[src/rtl/dmem_arb_pkg.sv]
// dmem_arb_pkg: shared owner encoding and default widths for the data memory arbiter
package dmem_arb_pkg;
  typedef enum logic [1:0] {OWN_NONE, OWN_CORE, OWN_HOST} owner_e;
  localparam int AW_D = 8;
  localparam int DW_D = 8;
  localparam int MAX_LOCK_D = 16;
  localparam int CTW_D = 16;
endpackage

[src/rtl/dmem_port_arbiter_if.sv]
// dmem_port_arbiter_if: core, host and DataMem pins of the data memory arbiter
interface dmem_port_arbiter_if
  import dmem_arb_pkg::*;
#(
  parameter int AW = AW_D,
  parameter int DW = DW_D,
  parameter int CTW = CTW_D
);
  logic core_req, core_we, core_gnt, core_rvalid;
  logic [AW-1:0] core_addr;
  logic [DW-1:0] core_wdata, core_rdata;
  logic host_req, host_we, host_lock, host_gnt, host_rvalid;
  logic [AW-1:0] host_addr;
  logic [DW-1:0] host_wdata, host_rdata;
  logic [AW-1:0] mem_addr;
  logic mem_we;
  logic [DW-1:0] mem_wdata, mem_rdata;
  logic [CTW-1:0] conflict_ct;
  modport slave (
    input core_req, core_we, core_addr, core_wdata,
    input host_req, host_we, host_lock, host_addr, host_wdata, mem_rdata,
    output core_gnt, core_rvalid, core_rdata, host_gnt, host_rvalid, host_rdata,
    output mem_addr, mem_we, mem_wdata, conflict_ct
  );
  modport master (
    output core_req, core_we, core_addr, core_wdata,
    output host_req, host_we, host_lock, host_addr, host_wdata, mem_rdata,
    input core_gnt, core_rvalid, core_rdata, host_gnt, host_rvalid, host_rdata,
    input mem_addr, mem_we, mem_wdata, conflict_ct
  );
endinterface

[src/rtl/dmem_arb_pick.sv]
// dmem_arb_pick: combinational owner selection (round-robin with bounded host lock)
module dmem_arb_pick
  import dmem_arb_pkg::*;
#(
  parameter int MAX_LOCK = MAX_LOCK_D,
  localparam int LW = $clog2(MAX_LOCK + 1)
) (
  input  logic          core_req,
  input  logic          host_req,
  input  logic          host_lock,
  input  logic          last_host,
  input  logic [LW-1:0] lock_ct,
  output logic          locked,
  output owner_e        owner
);
  always_comb begin
    locked = host_req & host_lock & last_host;
    owner = !host_req ? (core_req ? OWN_CORE : OWN_NONE) :
            !core_req ? OWN_HOST :
            (locked && lock_ct == LW'(MAX_LOCK)) ? OWN_CORE :
            (locked || !last_host) ? OWN_HOST : OWN_CORE;
  end
endmodule

[src/rtl/dmem_port_arbiter.sv]
// dmem_port_arbiter: shares single-port DataMem between core and host, registered read return
module dmem_port_arbiter
  import dmem_arb_pkg::*;
#(
  parameter int AW = AW_D,
  parameter int DW = DW_D,
  parameter int MAX_LOCK = MAX_LOCK_D,
  parameter int CTW = CTW_D
) (
  input logic Clk,
  input logic Reset,
  dmem_port_arbiter_if.slave bus
);
  localparam int LW = $clog2(MAX_LOCK + 1);
  owner_e owner;
  logic locked, last_host;
  logic [LW-1:0] lock_ct;
  logic [AW-1:0] addr_q;
  logic [DW-1:0] wdata_q;
  dmem_arb_pick #(.MAX_LOCK(MAX_LOCK)) u_pick (
    .core_req(bus.core_req),
    .host_req(bus.host_req),
    .host_lock(bus.host_lock),
    .last_host(last_host),
    .lock_ct(lock_ct),
    .locked(locked),
    .owner(owner)
  );
  always_comb begin
    bus.core_gnt = owner == OWN_CORE;
    bus.host_gnt = owner == OWN_HOST;
    bus.mem_we = bus.core_gnt ? bus.core_we : bus.host_gnt & bus.host_we;
    bus.mem_addr = bus.core_gnt ? bus.core_addr : bus.host_gnt ? bus.host_addr : addr_q;
    bus.mem_wdata = bus.core_gnt ? bus.core_wdata : bus.host_gnt ? bus.host_wdata : wdata_q;
  end
  // Address/data registers let the memory pins hold their last granted values when idle
  always_ff @(posedge Clk or posedge Reset) begin
    if (Reset) begin
      last_host <= 1'b1;
      lock_ct <= '0;
      addr_q <= '0;
      wdata_q <= '0;
      bus.core_rvalid <= 1'b0;
      bus.host_rvalid <= 1'b0;
      bus.core_rdata <= '0;
      bus.host_rdata <= '0;
      bus.conflict_ct <= '0;
    end else begin
      if (owner != OWN_NONE) begin
        last_host <= owner == OWN_HOST;
        addr_q <= bus.mem_addr;
        wdata_q <= bus.mem_wdata;
      end
      lock_ct <= (!bus.host_lock || bus.core_gnt) ? '0 :
                 (bus.host_gnt && locked && lock_ct != LW'(MAX_LOCK)) ? lock_ct + 1'b1 : lock_ct;
      bus.core_rvalid <= bus.core_gnt & !bus.core_we;
      bus.host_rvalid <= bus.host_gnt & !bus.host_we;
      if (bus.core_gnt && !bus.core_we) bus.core_rdata <= bus.mem_rdata;
      if (bus.host_gnt && !bus.host_we) bus.host_rdata <= bus.mem_rdata;
      if (bus.core_req && bus.host_req && !(&bus.conflict_ct)) bus.conflict_ct <= bus.conflict_ct + 1'b1;
    end
  end
endmodule

[src/flat_wrapper.sv]
// flat-port wrapper written by rule: the top's interface ports become plain ports
module dmem_port_arbiter_flat import dmem_arb_pkg::*;
#(
  parameter int AW = AW_D,
  parameter int DW = DW_D,
  parameter int MAX_LOCK = MAX_LOCK_D,
  parameter int CTW = CTW_D
)
  (Clk, Reset, bus_core_req, bus_core_we, bus_core_addr, bus_core_wdata, bus_host_req, bus_host_we, bus_host_lock, bus_host_addr, bus_host_wdata, bus_mem_rdata, bus_core_gnt, bus_core_rvalid, bus_core_rdata, bus_host_gnt, bus_host_rvalid, bus_host_rdata, bus_mem_addr, bus_mem_we, bus_mem_wdata, bus_conflict_ct);
  dmem_port_arbiter_if #(.AW(AW), .DW(DW), .CTW(CTW)) bus_i ();
  input logic Clk;
  input logic Reset;
  input wire logic [$bits(bus_i.core_req)-1:0] bus_core_req;
  input wire logic [$bits(bus_i.core_we)-1:0] bus_core_we;
  input wire logic [$bits(bus_i.core_addr)-1:0] bus_core_addr;
  input wire logic [$bits(bus_i.core_wdata)-1:0] bus_core_wdata;
  input wire logic [$bits(bus_i.host_req)-1:0] bus_host_req;
  input wire logic [$bits(bus_i.host_we)-1:0] bus_host_we;
  input wire logic [$bits(bus_i.host_lock)-1:0] bus_host_lock;
  input wire logic [$bits(bus_i.host_addr)-1:0] bus_host_addr;
  input wire logic [$bits(bus_i.host_wdata)-1:0] bus_host_wdata;
  input wire logic [$bits(bus_i.mem_rdata)-1:0] bus_mem_rdata;
  output wire logic [$bits(bus_i.core_gnt)-1:0] bus_core_gnt;
  output wire logic [$bits(bus_i.core_rvalid)-1:0] bus_core_rvalid;
  output wire logic [$bits(bus_i.core_rdata)-1:0] bus_core_rdata;
  output wire logic [$bits(bus_i.host_gnt)-1:0] bus_host_gnt;
  output wire logic [$bits(bus_i.host_rvalid)-1:0] bus_host_rvalid;
  output wire logic [$bits(bus_i.host_rdata)-1:0] bus_host_rdata;
  output wire logic [$bits(bus_i.mem_addr)-1:0] bus_mem_addr;
  output wire logic [$bits(bus_i.mem_we)-1:0] bus_mem_we;
  output wire logic [$bits(bus_i.mem_wdata)-1:0] bus_mem_wdata;
  output wire logic [$bits(bus_i.conflict_ct)-1:0] bus_conflict_ct;
  assign bus_i.core_req = bus_core_req;
  assign bus_i.core_we = bus_core_we;
  assign bus_i.core_addr = bus_core_addr;
  assign bus_i.core_wdata = bus_core_wdata;
  assign bus_i.host_req = bus_host_req;
  assign bus_i.host_we = bus_host_we;
  assign bus_i.host_lock = bus_host_lock;
  assign bus_i.host_addr = bus_host_addr;
  assign bus_i.host_wdata = bus_host_wdata;
  assign bus_i.mem_rdata = bus_mem_rdata;
  assign bus_core_gnt = bus_i.core_gnt;
  assign bus_core_rvalid = bus_i.core_rvalid;
  assign bus_core_rdata = bus_i.core_rdata;
  assign bus_host_gnt = bus_i.host_gnt;
  assign bus_host_rvalid = bus_i.host_rvalid;
  assign bus_host_rdata = bus_i.host_rdata;
  assign bus_mem_addr = bus_i.mem_addr;
  assign bus_mem_we = bus_i.mem_we;
  assign bus_mem_wdata = bus_i.mem_wdata;
  assign bus_conflict_ct = bus_i.conflict_ct;
  dmem_port_arbiter #(.AW(AW), .DW(DW), .MAX_LOCK(MAX_LOCK), .CTW(CTW)) u_core (.Clk(Clk), .Reset(Reset), .bus(bus_i));
endmodule
[config.mk]
export PLATFORM = sky130hd
export DESIGN_NAME = dmem_port_arbiter_flat
export DESIGN_NICKNAME = d
export VERILOG_FILES = /design/src/rtl/dmem_arb_pkg.sv /design/src/rtl/dmem_port_arbiter_if.sv /design/src/rtl/dmem_arb_pick.sv /design/src/rtl/dmem_port_arbiter.sv /design/src/flat_wrapper.sv
export SDC_FILE = /design/constraint.sdc
export NUM_CORES = 1
export LEC_CHECK = 0
export CAP_MARGIN = 20
export CORE_MARGIN = 2
export CORE_UTILIZATION = 46
export CTS_BUF_LIST = sky130_fd_sc_hd__clkbuf_4 sky130_fd_sc_hd__clkbuf_8
export DETAILED_ROUTE_END_ITERATION = 16
export HOLD_SLACK_MARGIN = 0.1
export MAX_ROUTING_LAYER = met4
export PLACE_DENSITY = 0.8
export REMOVE_ABC_BUFFERS = 1
export SLEW_MARGIN = 20
export SYNTH_ARGS = -nofsm -noshare
export SYNTH_HDL_FRONTEND = slang
export SYNTH_HIERARCHICAL = 1
export SYNTH_SLANG_ARGS = --single-unit
[constraint.sdc]
create_clock -name Clk -period 2.8 [get_ports Clk]
set_input_delay 0.28 -clock Clk [delete_from_list [all_inputs] [get_ports Clk]]
set_output_delay 0.28 -clock Clk [all_outputs]
set_load 0.05 [all_outputs]
==> metrics.md <==
| Metric | Value |
|---|---|
| VDD IR max | 0.7361 mV |
| Setup crit end | bus_mem_addr[7] |
| Netlist Area Pre-Place | 2704 sq um |
| Post-route met1 wirelength | 2706 um |
| Total met3 wirelength after detailed routing | 325 um |
| Largest net degree at the start of global routing | 57 |
| CTS H-tree depth | 2 |
| Period utilization | 94.44% |
| Register cell area after layout | 1403 sq um |
| Endpoint kind of the worst setup timing path | output port |
| Number of unique standard cell types used by synthesis | 39 |
| Critical path launch point | u_core/lock_ct[3] |
| Core area | 5608 sq um |
| Number of detailed-routing iterations run before antenna repair | 4 |
| Kind of critical path | flip-flop to output port |
| Synthesized netlist cell count | 246 |
| I/O Pins | 100 |
| Remaining number of nets flagged by the antenna check after routing | 0 |
| Tightest Pin Transition | 0.6787 ns |
| Top sig layer | met4 |
| Final critical path time including I/O delays and setup | 2.644 ns |
| Number of post-CTS setup repair buffers | 0 |
| Pre-CTS setup slack | 0.3365 ns |
| Number of slew-limit violations in the final report | 0 |
| Final core area utilization | 71.75% |
| DRC errors left | 0 |
| GR Util All Layers | 21.23% |
| Fill cells | 427 |
| Final setup vio count | 0 |
| Result of the run | finished clean |
| Clock tree from TritonCTS | done |
| Number of standard-cell rows in the floorplan | 27 |
| Starting DRT DRC Count | 85 |
| Post-route setup slack | 0.1557 ns |
| Die height | 80.67 um |
| Via density per instance | 5.296 |
| Initial core utilization | 48.22% |
| Area added between synthesis and finish | 48.82% |
| Sequential cell area fraction in the yosys report | 51.87% |
| Register bit total from synthesis | 56 |
| Width of the die | 80.67 um |
| Fraction of final layout cells sized beyond drive strength 1 | 16.86% |
| Sink Count | 56 |
| EDFF count, synth | 0 |
| TritonCTS Buffers | 5 |
| Leakage power | 1.700 nW |
| WP data required | 2.52 ns |
| Most common cell after layout, fill and taps aside | sky130_fd_sc_hd__clkdlybuf4s50_1 |
| Max Cap Viol | 0 |
| Root buffer cell | sky130_fd_sc_hd__clkbuf_8 |
| Bufs on Longest Clock Path | 2 |
| Pwr Density | 712.9 nW/um^2 |
| Crit path launch type | flip-flop |
| Commonest cells after routing, fill and taps aside | sky130_fd_sc_hd__clkdlybuf4s50_1, sky130_fd_sc_hd__dfrtp_1, sky130_fd_sc_hd__nor2_1 |
| Syn_area_per_cell | 10.99 sq um |
| # nets final | 399 |
| Endpoint of the worst-slack reg-to-reg timing path | u_core/bus.core_rdata[5] |
| Clock latency on the worst-skew pair | 0.31 ns |
| Total half-perimeter wirelength after legalization and detailed placement | 4582 um |
| Arrival time worst endpoint | 2.36 ns |
| Routed WL per cell | 15.05 um |
| Overflow left after global routing | 0 |
| Worst-path clk slew | 0.10 ns |
| Worst-path fanout max | 29 |
| Dominant synthesized flop cell | sky130_fd_sc_hd__dfrtp_1 |
| Total Wirelength | 6351 um |
| Number of antenna violations at the first check in global routing | 0 |
| First-pass GRT wire length | 10450 um |
| Register-to-register setup slack | 0.43 ns |
| Routability cong. | 0.8277 |
| Die ar. | 6507 sq um |
| Share of async-settable or async-resettable flops after synthesis | 100.0% |
| Max Clock Freq | 378.2 MHz |
| Number of hold-slack violations in the final timing report | 0 |
| Logic depth of the worst register-to-register path | 6 |
| Buffers added on ports | 99 |
| Yosys warning total | 6 |
| Vias in the first global route | 2197 |
| Count of vias placed by the detailed router | 2235 |
| Clock Skew | 0.01100 ns |
| Worst-case headroom to the max-slew limit | 54.75% |
| Power, Total | 0.002869 W |
| Type of the tightest min-delay check | input pin to async pin |
| Reg-to-Reg Start | u_core/lock_ct[3] |
| Multi-input gate area | 1256 sq um |
| Final total negative setup slack | 0 ns |
| Ant. Diodes | 0 |
| Total met2 wirelength after detailed routing | 3249 um |
==> per-stage QoR <==
stage	cell area (sq um)	hold slack, ns	cells
after floorplan	2671	0.4040	238
after global placement	3930	0.4654	414
after detailed placement	3930	0.4782	414
after CTS	4018	0.5002	422
after global routing	4024	0.5127	422
final	4024	0.4915	422
==> power breakdown <==
| group | switching (W) | internal [W] | leakage, nW |
|---|---|---|---|
| logic | 0.000823 | 0.000542 | 0.963 |
| registers | 0.000116 | 0.000958 | 0.689 |
| clock network | 0.000254 | 0.000175 | 0.0479 |
==> flip-flops by register name, summed over array words and instances, names as in the netlist <==
register,count
u_core/bus.core_rdata,8
u_core/bus.host_rdata,8
u_core/addr_q,8
u_core/bus.host_rvalid,1
u_core/bus.conflict_ct,16
u_core/last_host,1
u_core/wdata_q,8
u_core/lock_ct,5
u_core/bus.core_rvalid,1
==> final cells by class <==
class,count,area share [%]
clock buffers,5,1.710
clock inverters,3,0.4664
inverters,5,0.4664
multi-input cells,177,31.22
flip-flops and latches,56,34.86
well taps,72,2.239
repair buffers,104,29.04
==> Yosys cell counts, types with 2 or more instances <==
library cell                instances  area share [%]
sky130_fd_sc_hd__and3_1             4            0.93
sky130_fd_sc_hd__nor2b_1           10             2.3
sky130_fd_sc_hd__nand2_1            7            0.97
sky130_fd_sc_hd__o211ai_1           2            0.56
sky130_fd_sc_hd__nor2_2             3            0.69
sky130_fd_sc_hd__buf_1              2            0.28
sky130_fd_sc_hd__nand3_1           11             2.0
sky130_fd_sc_hd__and4_1             3            0.97
sky130_fd_sc_hd__inv_1              5            0.69
sky130_fd_sc_hd__xnor2_1           10             3.2
sky130_fd_sc_hd__mux2_2            16             6.7
sky130_fd_sc_hd__buf_2              2            0.37
sky130_fd_sc_hd__nand4bb_1          2            0.83
sky130_fd_sc_hd__nand2b_1           3            0.69
sky130_fd_sc_hd__nand4_1            4            0.93
sky130_fd_sc_hd__o22ai_1            7             1.6
sky130_fd_sc_hd__dfrtp_1           55              51
sky130_fd_sc_hd__mux2i_1           10             3.7
sky130_fd_sc_hd__a21oi_1           18             3.3
sky130_fd_sc_hd__nor3_1             4            0.74
sky130_fd_sc_hd__ha_1               3             1.4
sky130_fd_sc_hd__a211oi_1           9             2.5
sky130_fd_sc_hd__clkbuf_1           4            0.56
sky130_fd_sc_hd__nor2_1            29             4.0
sky130_fd_sc_hd__xor2_1             9             2.9
==> critical path, stage by stage (launching register included) <==
cell	delay, ns
sky130_fd_sc_hd__dfrtp_1	0.43
sky130_fd_sc_hd__or3b_1	0.44
sky130_fd_sc_hd__o211a_1	0.28
sky130_fd_sc_hd__buf_4	0.25
sky130_fd_sc_hd__nor2b_1	0.15
sky130_fd_sc_hd__a211oi_1	0.07
sky130_fd_sc_hd__a21oi_1	0.26
sky130_fd_sc_hd__buf_12	0.18
==> layer usage <==
metal | vias to the layer above | global-route usage [%]
met5 | - | -
met4 | 0 | 6.102
met3 | 4 | 3.596
met2 | 68 | 36.25
met1 | 1068 | 26.06
li1 | 1095 | -
==> cell families (layout without fill, tap and decap cells) <==
kind of cell | count (synthesis) | in the layout | synth area share (%)
compound gates | 39 | 39 | 9.023
xor+xnor | 19 | 19 | 6.155
fa+ha+maj | 3 | 3 | 1.388
buf+inv | 13 | 117 | 1.897
flops | 56 | 56 | 51.87
mux | 27 | 27 | 10.92
simple gates | 89 | 89 | 18.74
==> what timing repair did <==
action / CTS / global route
setup endpoints to repair: 0 / 9
hold buffers: 0 / 0
resized for setup: 0 / 2
==> worst min path at each step <==
stage                      startpoint                        end  slack [ns]  cells after the start
global placement    u_core/wdata_q[3]          u_core/wdata_q[3]        0.47                      2
CTS                 u_core/wdata_q[6]          u_core/wdata_q[6]        0.50                      2
global route        u_core/wdata_q[2]          u_core/wdata_q[2]        0.51                      2
detailed placement  u_core/wdata_q[6]          u_core/wdata_q[6]        0.48                      2
floorplan                 bus_core_we     u_core/bus.core_rvalid        0.40                      1
finish                          Reset  u_core/bus.conflict_ct[1]        0.49                      3
Note: power is estimated with default switching activity, not from simulation.
